$ cat src/rtl/demux_1x4_32bit_reg_pkg.sv
// Shared types and constants for the registered 1-to-4 demux.
// Optional DEMUX_STATS_EN adds per-channel drain counters.
package demux_1x4_32bit_reg_pkg;

  localparam int WIDTH_DEF = 32;
  localparam int NCH       = 4;
  localparam int CNT_W     = 16;

  typedef logic [1:0] ch_idx_t;

  typedef enum logic [1:0] {
    CH_A = 2'd0,
    CH_B = 2'd1,
    CH_C = 2'd2,
    CH_D = 2'd3
  } ch_e;

endpackage

$ cat src/rtl/demux_slot.sv
// One-entry holding register with valid/ready handshake.
// A drain and a load in the same cycle keep the slot full with new data.
module demux_slot #(
  parameter int WIDTH = 32
) (
  input  logic             clk,
  input  logic             rst_n,
  input  logic             load,
  input  logic [WIDTH-1:0] data_in,
  input  logic             drain,
  output logic             ready_out,
  output logic             full,
  output logic [WIDTH-1:0] data_out
);

  logic             r_full;
  logic [WIDTH-1:0] r_data;

  assign ready_out = !r_full | drain;
  assign full      = r_full;
  assign data_out  = r_data;

  always_ff @(posedge clk or negedge rst_n) begin
    if (!rst_n) begin
      r_full <= 1'b0;
      r_data <= '0;
    end else if (load) begin
      r_full <= 1'b1;
      r_data <= data_in;
    end else if (r_full & drain) begin
      r_full <= 1'b0;
    end
  end

endmodule

$ cat src/rtl/demux_1x4_32bit_reg.sv
// Registered 1-to-4 demux, independent per-channel backpressure.
// `define DEMUX_STATS_EN to add the xfer_count drain counters.
module demux_1x4_32bit_reg
  import demux_1x4_32bit_reg_pkg::*;
#(
  parameter int WIDTH = WIDTH_DEF
) (
  input  logic             clk,
  input  logic             rst_n,
  input  logic [WIDTH-1:0] inp,
  input  logic             sel0,
  input  logic             sel1,
  input  logic             in_valid,
  output logic             in_ready,
  output logic [WIDTH-1:0] outa,
  output logic [WIDTH-1:0] outb,
  output logic [WIDTH-1:0] outc,
  output logic [WIDTH-1:0] outd,
  output logic [NCH-1:0]   out_valid,
  input  logic [NCH-1:0]   out_ready
`ifdef DEMUX_STATS_EN
  ,
  output logic [NCH*CNT_W-1:0] xfer_count
`endif
);

  ch_idx_t          w_idx;
  logic [NCH-1:0]   w_rdy;
  logic [NCH-1:0]   w_full;
  logic [NCH-1:0]   w_load;
  logic [WIDTH-1:0] w_data [NCH];

  assign w_idx    = {sel1, sel0};
  assign in_ready = w_rdy[w_idx];

  for (genvar k = 0; k < NCH; k++) begin : g_slot
    assign w_load[k] = in_valid & in_ready & (w_idx == ch_idx_t'(k));

    demux_slot #(.WIDTH(WIDTH)) u_slot (
      .clk       (clk),
      .rst_n     (rst_n),
      .load      (w_load[k]),
      .data_in   (inp),
      .drain     (out_ready[k]),
      .ready_out (w_rdy[k]),
      .full      (w_full[k]),
      .data_out  (w_data[k])
    );
  end

  assign out_valid = w_full;
  assign outa      = w_data[CH_A];
  assign outb      = w_data[CH_B];
  assign outc      = w_data[CH_C];
  assign outd      = w_data[CH_D];

`ifdef DEMUX_STATS_EN
  // Counters wrap naturally at 16 bits.
  for (genvar k = 0; k < NCH; k++) begin : g_cnt
    logic [CNT_W-1:0] r_cnt;

    always_ff @(posedge clk or negedge rst_n) begin
      if (!rst_n) begin
        r_cnt <= '0;
      end else if (w_full[k] & out_ready[k]) begin
        r_cnt <= r_cnt + CNT_W'(1);
      end
    end

    assign xfer_count[k*CNT_W +: CNT_W] = r_cnt;
  end
`endif

endmodule

$ cat config.mk
export PLATFORM = sky130hd
export DESIGN_NAME = demux_1x4_32bit_reg
export DESIGN_NICKNAME = d
export VERILOG_FILES = /design/src/rtl/demux_1x4_32bit_reg_pkg.sv /design/src/rtl/demux_slot.sv /design/src/rtl/demux_1x4_32bit_reg.sv
export SDC_FILE = /design/constraint.sdc
export NUM_CORES = 1
export LEC_CHECK = 0
export ABC_AREA = 1
export CAP_MARGIN = 40
export CORE_UTILIZATION = 43
export CTS_BUF_LIST = sky130_fd_sc_hd__clkbuf_8
export DETAILED_ROUTE_END_ITERATION = 12
export PLACE_DENSITY_LB_ADDON = 0.05
export SYNTH_ARGS = -nofsm -noshare
export SYNTH_HDL_FRONTEND = slang
export SYNTH_SLANG_ARGS = --single-unit
$ cat constraint.sdc
create_clock -name clk -period 1.25 [get_ports clk]
set_input_delay 0.1875 -clock clk [delete_from_list [all_inputs] [get_ports clk]]
set_output_delay 0.1875 -clock clk [all_outputs]
set_load 0.01 [all_outputs]
==> summary.txt <==
Outcome
  – Outcome: complete, but fails checks
  – Failing checks: negative setup slack

Synthesis
  – Synth Instances: 603
  – Top-area cell type share of the netlist area: 60.5%
  – Synth Flop Type: dfrtp_1
  – Synth warnings: 0
  – Cell area after synthesis: 5460 um2
  – Seq/Total Area, Yosys: 60.5%
  – Yosys top cell by area: dfrtp_1
  – Top post-synthesis cells by area: dfrtp_1, nand2_1, nand4_1
  – Most numerous cell in the Yosys netlist: nand2_1
  – Post-synth EDFFs: 0
  – Number of synthesized register bits: 132
  – Commonest cells post-synth: nand2_1, dfrtp_1, nand4_1
  – Avg Cell Area, Syn: 9.06 um2
  – Syn_nets: 644
  – FFs w/ async S/R, synth: 100%
  – Synth cell types: 15

Cells and area
  – Nets: 859
  – Layout area overhead: 43.2%
  – Layout cells sized above 1: 31.4%
  – Final instance area: 7820 um2
  – Ant diodes: 0
  – Storage cell area: 3300 um2
  – FILL cells: 1132
  – Multi-input gate area: 1950 um2

Pwr
  – VDD IR max: 713 uV
  – Lkg Pwr: 0.00427 uW
  – Overall Power: 12700 uW
  – PwrDens: 1630 nW/um2

Worst setup path
  – CP Launch Type: flip-flop
  – Crit-path max FO: 9
  – Crit end category: flip-flop
  – Critical path arrival: 1.86 ns
  – Setup CP Type: reg -> reg
  – CP required: 1.56 ns

Floorplanning
  – Core Region: 12200 um2
  – Die W: 115 um
  – Die Y: 115 um
  – IO Count: 174
  – Num rows: 40
  – Die area: 13200 um2
  – Initial Util: 44.7%

Routing
  – DRT iter0 DRCs: 433
  – Routed Antenna Nets: 0
  – Drt via density: 5.33
  – DRC viols: 0
  – Pre-antenna DRT Iters: 5
  – Routed wire per std cell: 17.6 um
  – Drt total wl: 17500 um
  – Total number of vias: 5316

Global route
  – Largest net degree at the start of global routing: 68
  – Global-route wire length before repair: 26800 um
  – Initial antenna violation count: 0
  – Total grt overflow: 0
  – Vias in the first global route: 5129
  – Tot GR Track Use: 26.9%

Clocking
  – CTS tree: built
  – Clock latency on the worst-skew pair: 0.43 ns
  – Clock Sinks: 132
  – Cts bufs inserted: 17
  – CTS root buf: clkbuf_8
  – Clk buf depth: 2
  – H-Tree Depth: 4
  – Clk slew on worst S/H paths: 0.07 ns

STA
  – Final setup margin: -0.302 ns
  – Hold slack: 0.154 ns
  – Crit path time final: 1.55 ns
  – Fin. max-slew vios: 0
  – Final clock skew: 0.00770 ns
  – Worst Tran Pin Value: 0.449 ns
  – RSZ-0062 raised after global routing: true
  – Setup Viol. Count Final: 134
  – Max Freq: 645 MHz
  – Worst rel slew slack: 70.1%
  – Final Hold Viols: 0
  – Fin crit share: 124%

Place
  – Hpwl dp: 11100 um
  – Placed inst area: 7580 um2
  – PortBufs: 173
  – Final Wtd Congestion: 0.837

Hold path
  – Hold Crit Class: in -> reg

Job
  – Max cap viols: 0
-- state kept, by name, indices dropped and copies added (netlist names) --
| signal | cells |
|---|---|
| g_slot.u_slot.data_out | 128 |
| g_slot.u_slot.full | 4 |
-- report_power, final --
group	internal (uW)	leakage [uW]	total, uW	switching [uW]
clock network	2300	0.000225	3920	1620
registers	5080	0.00165	5550	463
logic	1470	0.00239	3250	1790
-- cells in the final DEF (no fill, tap or decap), drive strengths merged --
| master | count |
|---|---|
| nand2 | 263 |
| o21ai | 4 |
| clkdlybuf4s50 | 36 |
| clkinvlp | 2 |
| dfrtp | 132 |
| buf | 201 |
| clkinv | 2 |
| dlygate4sd3 | 1 |
| clkbuf | 33 |
| nand3 | 4 |
| bufinv | 4 |
| inv | 10 |
| dlygate4sd2 | 2 |
| nand4 | 128 |
| nor2 | 8 |
-- final timing paths --
path	from	end	slack (ns)	cells after the start
max	g_slot[0].u_slot.full	g_slot[2].u_slot.data_out[25]	-0.30	10
min	in_valid	g_slot[0].u_slot.data_out[29]	0.15	3
max reg2reg	g_slot[0].u_slot.full	g_slot[2].u_slot.data_out[25]	-0.30	10
min reg2reg	g_slot[2].u_slot.data_out[18]	g_slot[2].u_slot.data_out[18]	0.46	2
max in group asynchronous	rst_n	g_slot[1].u_slot.data_out[1]	0.47	3
min in group asynchronous	rst_n	g_slot[1].u_slot.data_out[25]	0.25	2
-- logic make-up (layout without fill, tap and decap cells) --
kind of cell | Yosys count | count (layout) | synth area share (%)
AND/OR/NAND/NOR | 403 | 403 | 33.9
flip-flops | 132 | 132 | 60.5
buffers and inverters | 64 | 291 | 5.25
AO/OA/AOI/OAI | 4 | 4 | 0.366
-- area by class of cell --
class                      instances  area share, %
multi-input combinational        407           24.9
inverter                           7          0.336
sequential                       132           42.2
timing repair buffer             253           24.2
clock inverter                    11           2.05
tap                              168           2.69
clock buffer                      20           3.52
-- metrics by stage --
step / util, % / setup WS, ns / instances / TNS [ns]
2_1_floorplan: - / -0.0307 / 603 / -3.03
3_5_place_dp: 62.1 / -0.753 / 924 / -91.09
4_1_cts: 64.3 / -0.284 / 980 / -32.54
6_report: 64.0 / -0.302 / 998 / -32.09
3_3_place_gp: 62.1 / -0.704 / 924 / -88.18
5_1_grt: 64.0 / -0.378 / 998 / -43.33
-- metal layers --
layer | vias up | part of all wire, % | track usage [%]
li1 | 2482 | - | -
met1 | 2583 | 42 | 34.6
met2 | 225 | 49 | 43.4
met3 | 26 | 7.3 | 7.78
met4 | 0 | 1.7 | 9.87
met5 | - | 0 | 0
-- critical path: stages (launching register included) --
cell	delay (ns)
dfrtp_1	0.40
inv_2	0.08
nor2_4	0.04
nand2_2	0.07
nand2_2	0.06
nor2_4	0.15
buf_6	0.18
nand3_2	0.11
buf_4	0.21
nand2_1	0.07
nand2_1	0.06
-- repair_timing --
action | 4_1_cts | 5_1_grt
setup buffers | 25 | 16
gates cloned | 0 | 3
hold buffers | 1 | 0
pin swaps | 1 | 3
endpoints found under the hold margin | 68 | 0
resized for setup | 497 | 53
setup endpoints to repair | 265 | 179
Note: power is estimated with default switching activity, not from simulation.
